`src/rtl/sb_dma_master_pkg.sv`:
```
// Shared bus constants and state encoding for the m1 word-copy DMA master.
package sb_dma_master_pkg;

  localparam int MEM_ADDR_WIDTH = 32;
  localparam int DATA_WIDTH     = 32;
  localparam int BYTE_SEL_W     = 4;

  localparam logic [BYTE_SEL_W-1:0] SL_WORD = 4'b1111;
  localparam logic [BYTE_SEL_W-1:0] SL_NONE = 4'b0000;
  localparam logic                  SIGN_UNSIGNED = 1'b1;
  localparam logic [31:0]           ZERO32 = 32'h0000_0000;

  typedef enum logic [2:0] {
    DMA_IDLE    = 3'd0,
    DMA_RD_REQ  = 3'd1,
    DMA_RD_WAIT = 3'd2,
    DMA_WR_REQ  = 3'd3,
    DMA_DONE    = 3'd4
  } dma_state_t;

  function automatic logic [MEM_ADDR_WIDTH-1:0] word_align(input logic [MEM_ADDR_WIDTH-1:0] a);
    return {a[MEM_ADDR_WIDTH-1:2], 2'b00};
  endfunction

endpackage

```
`src/rtl/sb_dma_master.sv`:
```
// Memory-to-memory word copy engine on the sb m1 master port; one beat in flight,
// all outputs come straight from flops so m1_gnt/m1_rdata never reach them combinationally.
module sb_dma_master
  import sb_dma_master_pkg::*;
#(
  parameter int LEN_W  = 16,
  parameter int RD_LAT = 1
) (
  input  logic                      clk,
  input  logic                      rst,
  input  logic                      start,
  input  logic                      abort,
  input  logic [MEM_ADDR_WIDTH-1:0] src_addr,
  input  logic [MEM_ADDR_WIDTH-1:0] dst_addr,
  input  logic [LEN_W-1:0]          len,
  output logic                      busy,
  output logic                      done,
  output logic                      aborted,
  input  logic                      m1_gnt,
  input  logic [DATA_WIDTH-1:0]     m1_rdata,
  output logic                      m1_un_sign,
  output logic [BYTE_SEL_W-1:0]     m1_byte_mask,
  output logic                      m1_re,
  output logic                      m1_we,
  output logic [MEM_ADDR_WIDTH-1:0] m1_addr,
  output logic [DATA_WIDTH-1:0]     m1_wdata
);

  localparam logic [1:0] LAT_LOAD = 2'(RD_LAT - 1);

  dma_state_t                state_r, state_nxt_s;
  logic [MEM_ADDR_WIDTH-1:0] src_r, src_nxt_s, dst_r, dst_nxt_s, addr_s;
  logic [LEN_W-1:0]          rem_r, rem_nxt_s;
  logic [1:0]                lat_r, lat_nxt_s;
  logic [DATA_WIDTH-1:0]     buf_nxt_s;
  logic                      re_s, we_s, busy_s, done_s, aborted_s;
  logic [BYTE_SEL_W-1:0]     mask_s;

  assign m1_un_sign = SIGN_UNSIGNED;

  // Next-state and datapath update; m1_wdata doubles as the read-data buffer.
  always_comb begin
    state_nxt_s = state_r;
    src_nxt_s   = src_r;
    dst_nxt_s   = dst_r;
    rem_nxt_s   = rem_r;
    lat_nxt_s   = lat_r;
    buf_nxt_s   = m1_wdata;
    case (state_r)
      DMA_IDLE: begin
        if (start) begin
          src_nxt_s   = word_align(src_addr);
          dst_nxt_s   = word_align(dst_addr);
          rem_nxt_s   = len;
          state_nxt_s = (len == '0) ? DMA_DONE : DMA_RD_REQ;
        end else begin
          state_nxt_s = DMA_IDLE;
        end
      end
      DMA_RD_REQ: begin
        if (m1_gnt) begin
          if (RD_LAT == 0) begin
            buf_nxt_s   = m1_rdata;
            state_nxt_s = DMA_WR_REQ;
          end else begin
            lat_nxt_s   = LAT_LOAD;
            state_nxt_s = DMA_RD_WAIT;
          end
        end else begin
          state_nxt_s = DMA_RD_REQ;
        end
      end
      DMA_RD_WAIT: begin
        if (lat_r == 2'd0) begin
          buf_nxt_s   = m1_rdata;
          state_nxt_s = DMA_WR_REQ;
        end else begin
          lat_nxt_s   = lat_r - 2'd1;
        end
      end
      DMA_WR_REQ: begin
        if (m1_gnt) begin
          src_nxt_s   = src_r + 32'd4;
          dst_nxt_s   = dst_r + 32'd4;
          rem_nxt_s   = rem_r - LEN_W'(1);
          state_nxt_s = (rem_r == LEN_W'(1)) ? DMA_DONE : DMA_RD_REQ;
        end else begin
          state_nxt_s = DMA_WR_REQ;
        end
      end
      DMA_DONE: state_nxt_s = DMA_IDLE;
      default:  state_nxt_s = DMA_IDLE;
    endcase
    // Abort wins; a beat granted in this cycle is left uncounted.
    if (abort && (state_r != DMA_IDLE)) begin
      state_nxt_s = DMA_IDLE;
      src_nxt_s   = src_r;
      dst_nxt_s   = dst_r;
      rem_nxt_s   = rem_r;
    end else begin
      state_nxt_s = state_nxt_s;
    end
  end

  // Output values decoded from the next state so they can be registered.
  always_comb begin
    re_s      = (state_nxt_s == DMA_RD_REQ);
    we_s      = (state_nxt_s == DMA_WR_REQ);
    busy_s    = re_s | we_s | (state_nxt_s == DMA_RD_WAIT);
    done_s    = (state_nxt_s == DMA_DONE);
    aborted_s = abort && (state_r != DMA_IDLE);
    if (re_s) begin
      addr_s = src_nxt_s;
      mask_s = SL_WORD;
    end else if (we_s) begin
      addr_s = dst_nxt_s;
      mask_s = SL_WORD;
    end else begin
      addr_s = m1_addr;
      mask_s = SL_NONE;
    end
  end

  // State, datapath and registered outputs.
  always_ff @(posedge clk or posedge rst) begin
    if (rst) begin
      state_r      <= DMA_IDLE;
      src_r        <= ZERO32;
      dst_r        <= ZERO32;
      rem_r        <= '0;
      lat_r        <= 2'd0;
      busy         <= 1'b0;
      done         <= 1'b0;
      aborted      <= 1'b0;
      m1_re        <= 1'b0;
      m1_we        <= 1'b0;
      m1_addr      <= ZERO32;
      m1_wdata     <= ZERO32;
      m1_byte_mask <= SL_NONE;
    end else begin
      state_r      <= state_nxt_s;
      src_r        <= src_nxt_s;
      dst_r        <= dst_nxt_s;
      rem_r        <= rem_nxt_s;
      lat_r        <= lat_nxt_s;
      busy         <= busy_s;
      done         <= done_s;
      aborted      <= aborted_s;
      m1_re        <= re_s;
      m1_we        <= we_s;
      m1_addr      <= addr_s;
      m1_wdata     <= buf_nxt_s;
      m1_byte_mask <= mask_s;
    end
  end

endmodule
```
`config.mk`:
```
export PLATFORM = sky130hd
export DESIGN_NAME = sb_dma_master
export DESIGN_NICKNAME = d
export VERILOG_FILES = /design/src/rtl/sb_dma_master_pkg.sv /design/src/rtl/sb_dma_master.sv
export SDC_FILE = /design/constraint.sdc
export NUM_CORES = 1
export LEC_CHECK = 0
export ABC_AREA = 0
export CORE_MARGIN = 3
export CORE_UTILIZATION = 46
export DETAILED_ROUTE_END_ITERATION = 8
export HOLD_SLACK_MARGIN = 0.08
export PLACE_DENSITY_LB_ADDON = 0.25
export SYNTH_ARGS = -nofsm -noshare
export SYNTH_HDL_FRONTEND = slang
export SYNTH_SLANG_ARGS = --single-unit
export TNS_END_PERCENT = 20
```
`constraint.sdc`:
```
create_clock -name clk -period 4.7 [get_ports clk]
set_input_delay 0.94 -clock clk [delete_from_list [all_inputs] [get_ports clk]]
set_output_delay 0.94 -clock clk [all_outputs]
set_load 0.02 [all_outputs]
```
Word-level counts from Yosys, hierarchy flattened
Index checks and enable logic that the tools add are counted.
- memory bits (writable): 0
- bits in latches: 0
- memories kept: 0
- bits in registers: 158
- output and inout bits: 74
- memory bits (read-only): 0
- $lt $le $gt $ge: 0
- shifts and indexed selects: 0
- add/sub/neg operators: 4
- reductions and logical operators: 11
- multipliers: 0
- multiplexer cells: 26
- bitwise operators: 3
- equality and inequality tests: 12
- div/mod/pow operators: 0
- operator list (operator ; count):
    $mux 32 ; 8
    $pmux 32 s2 ; 2
    $add 32x3->32 const B ; 2
    $mux 16 ; 2
    $pmux 16 s2 ; 1
    $mux 3 ; 6
    $eq 16x1->1 const B ; 1
    $logic_not 16->1 ; 1
    $sub 16x1->16 const B ; 1
    $eq 3x2->1 const B ; 4
    $pmux 3 s4 ; 1
    $mux 4 ; 2
    $ne 2x2->1 const B ; 4
    $eq 3x1->1 const B ; 2
    $mux 2 ; 3
    $reduce_bool 2->1 ; 3
    $pmux 2 s2 ; 1
    $reduce_and 4->1 ; 1
    $eq 3x3->1 const B ; 1
    $logic_not 3->1 ; 1
    $reduce_and 3->1 ; 1
    $reduce_bool 3->1 ; 1
    $logic_not 2->1 ; 1
    $or 1x1->1 ; 2
    other kinds (4) ; 4

Longest topological paths before layout
Gate-level depths: netlist (run 1).
- depth after elaboration: 8
- depth in mapped cells: 11
- gate-level depth less buffers: 10

Worst setup path after synthesis (run 1)
No wires, ideal clock.
- path kind: input to register
- from: in start
- to: reg m1_addr[29]
- stages: 9
- data required time: 4558 ps
- setup slack: 2011 ps
- arrival: 2547 ps
- cells stage by stage: clkbuf_1 nor4b_2 buf_2 nor2_1 buf_2 buf_2 a222oi_1 a21boi_0 o221ai_1
- cells in the longest elaborated chain, start to end: 5
- ends and longest elaborated chain (item ; line ; text):
    start, declared ; sb_dma_master.sv:11 ; input logic start,
    $mux 3 / $mux 32 (equally long branches) ; sb_dma_master.sv:51 ; if (start) begin
    $pmux 3 s4 / $pmux 32 s2 (equally long branches) ; sb_dma_master.sv:49 ; case (state_r)
    $mux 3 / $mux 32 (equally long branches) ; sb_dma_master.sv:95 ; if (abort && (state_r != DMA_IDLE)) begin
    $eq 3x1->1, or another cell as far along ; sb_dma_master.sv:107 ; re_s = (state_nxt_s == DMA_RD_REQ);
    $mux 32 / $reduce_bool 2->1 (equally long branches) ; n/a ;
    end signal, assigned ; sb_dma_master.sv:151 ; m1_addr <= addr_s;
    end, declared ; sb_dma_master.sv:25 ; output logic [MEM_ADDR_WIDTH-1:0] m1_addr,
Several ways; a longest one is shown, not always the timed one. The select of a mux whose other input is x is not followed.
A chain may end at the register's enable or synchronous reset.

Final worst setup path (run 1)
- from: in m1_gnt
- to: reg m1_addr[30]
- cells in the longest elaborated chain, start to end: 5
- ends and longest elaborated chain (item ; line ; text):
    start, declared ; sb_dma_master.sv:19 ; input logic m1_gnt,
    $mux 3, or another cell as far along ; sb_dma_master.sv:82 ; if (m1_gnt) begin
    $pmux 3 s4 / $pmux 32 s2 (equally long branches) ; sb_dma_master.sv:49 ;
    $mux 3 / $mux 32 (equally long branches) ; sb_dma_master.sv:95 ;
    $eq 3x1->1, or another cell as far along ; sb_dma_master.sv:107 ;
    $mux 32 / $reduce_bool 2->1 (equally long branches) ; n/a ;
Several ways; a longest one is shown, not always the timed one. The select of a mux whose other input is x is not followed.

==> reports/results.txt, run 1 <==
Routed wire length: 27.3 mm
RePlAce Congestion: 0.988
Hold Slack: 0.476 ns
Via-to-Cell Ratio: 6.33
CP endpoint kind: flop
First-pass GRT wire length: 43.1 mm
H-tree depth: 4
Crit-path max FO: 12
Type of the worst setup path: input port to flop
Final hold violation count: 0
Tightest Pin Transition: 0.976 ns
Tot GR Track Use: 0.267
Yosys warns: 0
Buf+Inv Stages, Crit Path: 1
Sequential-to-total area share from yosys stat: 0.449
Clk root buf: clkbuf_16
Setup WS pre-CTS: 0.869 ns
Final #Nets: 1195
Pin count of the biggest net entering global routing: 82
Vias: 8312
Number of clock sinks: 155
TritonCTS buffer count: 17
Total internal power: 0.00431 W
Seq pwr share: 0.340
Leakage Power: 4.58 nW
Setup TNS: 0 ns
Worst Hold Class: flop to flop
Clock buffer depth: 2
Critical Path AT: 3.75 ns
Yosys reg bits: 155
Clock-pin slew on the worst setup and hold paths: 0.06 ns
HPWL after DPL: 19.0 mm
Post-route worst setup slack: 1.24 ns
Share of flip-flops with an asynchronous set or reset: 1.00
Period minus WS final: 3.46 ns
Iteration-0 DRC Markers: 775
# rows: 49
Switching power: 0.00333 W
Slowest CP cell: clkdlybuf4s50_1
Mapped Area: 8650 µm²
Gr ovfl total: 0
Number of synthesized flops with an enable pin: 0
Core region area: 18200 µm²
Syn Area/Cell: 9.52 µm²
Max-slew violations: 0
Clock power frac: 0.174
Slew HR: 0.343
Gate power share: 0.486
I/O pins: 191
DRC: 0
Initial antenna violation count: 2
Post-route ant nets: 0
Fraction of layout cells with a size suffix above 1: 0.108
Post-synth top flop: dfrtp_1
Initial DRT Pass Iterations: 5
Req. time, crit path: 4.99 ns
Worst setup SP type: input port
TritonCTS clock tree: yes
WL/cell: 20.8 µm
Mapped Cells: 908
Final Cycle Share: 0.737
Critical path, cell by cell: clkdlybuf4s50_1 > nand4_1 > nor4_4 > nand4_1 > and3_1 > a211oi_1 > o221ai_1
Max-capacitance violation count: 0
Port Buf Inserts: 185
Vias in the first global route: 7994
RSZ-0062 raised after global routing: no
Top delay family on crit path: simple AND/OR/NAND/NOR gates
Status: completed
Initial Utilization: 0.475
Top cell by count, worst path: nand4_1
Mapped Nets: 1030
Final Setup Violations: 0
Switching Fraction: 0.436
Setup Buffers After CTS: 0
PostCTS Resize Cnt: 0
Die Height: 143 µm
PD cells: 678 nW/µm²
Diodes inserted: 0
Fmax: 289 MHz
Worst skew pair latency: 0.43 ns
Die W: 143 µm
Final Skew: 0.0111 ns
Highest ir drop seen on vdd: 0.000379 V
Worst path max stage delay: 0.79 ns
Area Overhead vs Synth: 30.2%
CTS Hold Bufs: 0
Die ar.: 20500 µm²
Netlist cell types: 84
worst min-delay path: cells and delay by family, from the launching register on:
family	cells	cell delay, ns
flip-flops	1	0.34
AO/OA/AOI/OAI	1	0.05
AND/OR/NAND/NOR	1	0.05
per-layer routing:
metal  vias to the layer above  routed length (µm)  GRT usage
li1                       3759                   -          -
met1                      4000               11000      0.357
met2                       476               12500      0.414
met3                        73                3050     0.0824
met4                         4                 790     0.0885
met5                         -                  27          0
synth_stat cells (all sizes together), types with 7 or more instances:
master	n	area share
a21o	7	0.0061
a21oi	43	0.025
a221o	17	0.020
a221oi	8	0.0081
a22o	9	0.0091
a22oi	16	0.014
a31oi	11	0.0080
a32oi	7	0.0071
and2	20	0.014
and3	13	0.0094
and4	8	0.0081
buf	32	0.020
clkbuf	29	0.013
dfrtp	155	0.45
inv	31	0.013
mux2	34	0.044
mux2i	23	0.027
nand2	105	0.046
nand3	25	0.015
nand4	25	0.024
nor2	53	0.023
nor3	25	0.014
nor4	30	0.031
o211ai	8	0.0069
o21ai	66	0.038
or4	7	0.0069
per-stage QoR:
stage           util  instance area, µm²  power (W)  cells
2_1_floorplan      -                8650    0.00482    908
6_report       0.618               11300    0.00763   1314
4_1_cts        0.618               11300    0.00760   1314
3_3_place_gp   0.588               10700    0.00616   1283
3_5_place_dp   0.588               10700    0.00625   1283
5_1_grt        0.618               11300    0.00809   1314
kinds of logic after synthesis:
kind of cell	share of synthesized area
simple gates	0.221
compound gates	0.204
flops	0.449
buf+inv	0.0459
mux	0.0709
fa+ha+maj	0.00724
xor+xnor	0.00203
other cells	0.000434
layout make-up:
class | count | area (µm²)
Fill cell | 1543 | 6950
Multi-Input combinational cell | 661 | 4390
Sequential cell | 155 | 3880
Timing Repair Buffer | 207 | 2030
Clock buffer | 20 | 447
Tap cell | 229 | 287
Inverter | 31 | 120
Clock inverter | 11 | 114
layout by cell type, fill, tap and decap left out, types with 5 or more instances in the layout:
cell type        count
buf_4               21
dfrtp_1            155
o2bb2ai_1            6
nand2_1            104
o21ai_0             64
nor4_1              22
nand3_1             24
a221oi_1             8
a22oi_1             16
inv_1               27
or4_1                5
a32oi_1              7
a21oi_1             43
a31oi_1             11
and4_1               8
and3_1              13
mux2i_1             23
clkbuf_16           17
a221o_1             17
ha_1                 5
a21o_1               7
and2_1              19
nand4_1             21
o31ai_1              5
mux2_2              34
clkdlybuf4s50_1    185
a22o_1               9
nor4_2               5
or3_1                6
nor3_1              25
nor2_1              52
o211ai_1             8
path summary, 6_finish.rpt:
path                                          from                       end  slack (ns)  cells after the start
setup reg to reg              state_r[1]$_DFF_PP0_   m1_addr[17]$_DFFE_PP0P_        1.46                      7
min in group asynchronous                      rst  m1_wdata[30]$_DFFE_PP0P_        1.01                      2
setup / recovery                            m1_gnt   m1_addr[30]$_DFFE_PP0P_        1.24                      7
hold / removal             m1_addr[19]$_DFFE_PP0P_   m1_addr[19]$_DFFE_PP0P_        0.48                      2
max in group asynchronous                      rst       src_r[15]$_DFF_PP0_        2.67                      3
hold reg to reg            m1_addr[19]$_DFFE_PP0P_   m1_addr[19]$_DFFE_PP0P_        0.48                      2
sequential cells by signal, summed over array words and instances, names as in the netlist:
name / flops
state_r: 3
rem_r: 16
lat_r: 2
done: 1
src_r: 32
m1_addr: 32
m1_we: 1
m1_byte_mask: 1
m1_re: 1
dst_r: 32
m1_wdata: 32
busy: 1
aborted: 1
power groups by stage:
stage | Clock [W] | Sequential [W] | Combinational, W
floorplan | 0 | 0.00272 | 0.00210
global placement | 0 | 0.00256 | 0.00360
detailed placement | 0 | 0.00258 | 0.00367
CTS | 0.00135 | 0.00257 | 0.00368
global route | 0.00140 | 0.00268 | 0.00400
finish | 0.00133 | 0.00259 | 0.00371
Note: power is estimated with default switching activity, not from simulation.
==> run 2: changes to the inputs <==
==> constraint.sdc (replaced) <==
create_clock -name clk -period 3.5 [get_ports clk]
set_input_delay 0.7 -clock clk [delete_from_list [all_inputs] [get_ports clk]]
set_output_delay 0.7 -clock clk [all_outputs]
set_load 0.02 [all_outputs]
==> run 2 against run 1 <==
Against the previous run:
- utilization up 1.1 points
- critical path depth grew 1
- die area unchanged
- combinational power is 36% higher
- register-to-register slack got worse by 0.68 ns
- sequential cell count is the same
- critical path type unchanged
- largest power group unchanged
- highest routed layer is now met4
==> reports/results.txt, run 2 (synthesized netlist as in run 1, its figures left out) <==
H-tree depth: 4 (unchanged)
Type of the worst setup path: input port to flop (unchanged)
Worst setup SP type: input port (unchanged)
Clock-pin slew on the worst setup and hold paths: 0.07 ns (was 0.06 ns)
Met1 Wirelength: 11.3 mm (was 11.0 mm)
Status: completed (unchanged)
Clk root buf: clkbuf_16 (unchanged)
R2R cell count: 7 (unchanged)
Critical Path AT: 3.18 ns (was 3.75 ns)
Gr ovfl total: 0 (unchanged)
RR Startpoint: state_r[0]$_DFF_PP0_ (was state_r[1]$_DFF_PP0_)
# rows: 49 (unchanged)
R2R Path End: m1_addr[22]$_DFFE_PP0P_ (was m1_addr[17]$_DFFE_PP0P_)
Final Cycle Share: 0.822
Vias in the first global route: 8028 (was 7994)
Critical Path End: m1_addr[22]$_DFFE_PP0P_ (was m1_addr[30]$_DFFE_PP0P_)
Period minus WS final: 2.88 ns
Final Power: 0.0104 W (was 0.00763 W)
Die W: 143 µm (unchanged)
Final instance area: 11500 µm² (was 11300 µm²)
Tot GR Track Use: 0.264 (was 0.267)
Pin count of the biggest net entering global routing: 92 (was 82)
Setup TNS: 0 ns (unchanged)
Die Height: 143 µm (unchanged)
Initial Utilization: 0.475 (unchanged)
Max-slew violations: 0 (unchanged)
First-pass GRT wire length: 42.9 mm (was 43.1 mm)
Sequential cell area: 3880 µm² (unchanged)
Setup crit start: start (was m1_gnt)
Uppermost layer routed: met4 (was met5)
RSZ-0062 raised after global routing: no (unchanged)
Placed inst area: 10900 µm² (was 10700 µm²)
Hold depth: 2 (unchanged)
RePlAce Congestion: 0.947 (was 0.988)
Area Overhead vs Synth: 32.5% (was 30.2%)
CP endpoint kind: flop (unchanged)
Commonest non-fill, non-tap cell in the layout: clkdlybuf4s50_1 (unchanged)
Port Buf Inserts: 185 (unchanged)
Register-to-register setup slack: 0.78 ns (was 1.46 ns)
Slew HR: 0.368 (was 0.343)
Diodes inserted: 0 (unchanged)
WL/cell: 20.1 µm (was 20.8 µm)
Initial DRT Pass Iterations: 5 (unchanged)
Hold Slack: 0.479 ns (was 0.476 ns)
Met2 Routed Length: 12.0 mm (was 12.5 mm)
Max-capacitance violation count: 0 (unchanged)
HPWL after DPL: 19.1 mm (was 19.0 mm)
I/O pins: 191 (unchanged)
Die ar.: 20500 µm² (unchanged)
Final Setup Violations: 0 (unchanged)
Routed wire length: 26.8 mm (was 27.3 mm)
DRC: 0 (unchanged)
Fillers: 1513 (was 1543)
Tightest Pin Transition: 0.939 ns (was 0.976 ns)
Clock buffer depth: 2 (unchanged)
Met3 WL: 2.73 mm (was 3.05 mm)
PostCTS Resize Cnt: 0 (unchanged)
Setup WS pre-CTS: 0.177 ns (was 0.869 ns)
Post-route worst setup slack: 0.622 ns (was 1.24 ns)
Number of clock sinks: 155 (unchanged)
Initial antenna violation count: 0 (was 2)
Iteration-0 DRC Markers: 681 (was 775)
Multi-input gate area: 4390 µm² (unchanged)
Fmax: 347 MHz
Most frequent cells in the layout: 185 x clkdlybuf4s50_1, 155 x dfrtp_1, 104 x nand2_1, 64 x o21ai_0, 52 x nor2_1 (unchanged)
Core region area: 18200 µm² (unchanged)
Fraction of layout cells with a size suffix above 1: 0.123 (was 0.108)
Worst skew pair latency: 0.43 ns (about the same)
Final #Nets: 1211 (was 1195)
Via-to-Cell Ratio: 6.12 (was 6.33)
Leakage Power: 4.68 nW (was 4.58 nW)
Vias: 8141 (was 8312)
Post-route ant nets: 0 (unchanged)
Highest ir drop seen on vdd: 0.000503 V (was 0.000379 V)
CTS Hold Bufs: 0 (unchanged)
Final hold violation count: 0 (unchanged)
Final Skew: 0.0107 ns (was 0.0111 ns)
PD cells: 908 nW/µm² (was 678 nW/µm²)
Worst Hold Class: flop to flop (unchanged)
Req. time, crit path: 3.80 ns (was 4.99 ns)
TritonCTS buffer count: 17 (unchanged)
Setup Buffers After CTS: 0 (unchanged)
TritonCTS clock tree: yes (unchanged)
Crit-path max FO: 43 (was 12)
## run 2: cell types whose count changed in the layout (fill, tap and decap cells not counted), sizes merged
| cell | before | now |
|---|---|---|
| inv | 33 | 35 |
| clkinv | 5 | 3 |
| bufinv | 1 | 2 |
| clkbuf | 20 | 18 |
| clkinvlp | 3 | 4 |
| buf | 22 | 38 |
## run 2: critical path, cell delays in order
cell and delay [ns]:
clkdlybuf4s50_1 0.63, nor4b_4 0.38, buf_12 0.28, mux2_2 0.38, a32oi_1 0.16, nand2_1 0.11, o21ai_0 0.39, o21ai_0 0.13
## run 2: how the worst min path moves through the flow
stage                            startpoint                      end  slack (ns)
global route        m1_addr[11]$_DFFE_PP0P_  m1_addr[11]$_DFFE_PP0P_        0.49
CTS                 m1_addr[11]$_DFFE_PP0P_  m1_addr[11]$_DFFE_PP0P_        0.48
detailed placement  m1_addr[11]$_DFFE_PP0P_  m1_addr[11]$_DFFE_PP0P_        0.47
global placement    m1_addr[11]$_DFFE_PP0P_  m1_addr[11]$_DFFE_PP0P_        0.46
floorplan                src_r[0]$_DFF_PP0_       src_r[0]$_DFF_PP0_        0.45
finish               m1_addr[9]$_DFFE_PP0P_   m1_addr[9]$_DFFE_PP0P_        0.48
## run 2: power breakdown
group          total, W  leakage (nW)  switching (W)  internal (W)
combinational   0.00503          2.49        0.00278       0.00224
sequential      0.00349          1.91       0.000869       0.00262
clock           0.00189         0.283       0.000807       0.00108
total            0.0104          4.68        0.00446       0.00595
## run 2: routing by layer
| metal | up-vias | GRT usage |
|---|---|---|
| li1 | 3787 | - |
| met1 | 3874 | 0.347 |
| met2 | 418 | 0.412 |
| met3 | 62 | 0.0861 |
| met4 | 0 | 0.0940 |
| met5 | - | 0 |
## run 2: cell type report
| cell class | instances | area share |
|---|---|---|
| inverter | 31 | 0.0105 |
| clock inverter | 13 | 0.0138 |
| sequential | 155 | 0.339 |
| clock buffer | 18 | 0.0383 |
| multi-input combinational | 661 | 0.383 |
| timing repair buffer | 223 | 0.191 |
| tap | 229 | 0.0250 |
## run 2: metrics by stage
step,util,std cells
final,0.629,1330
after global routing,0.629,1330
after CTS,0.629,1330
after detailed placement,0.596,1299
after global placement,0.596,1299
after floorplan,-,908
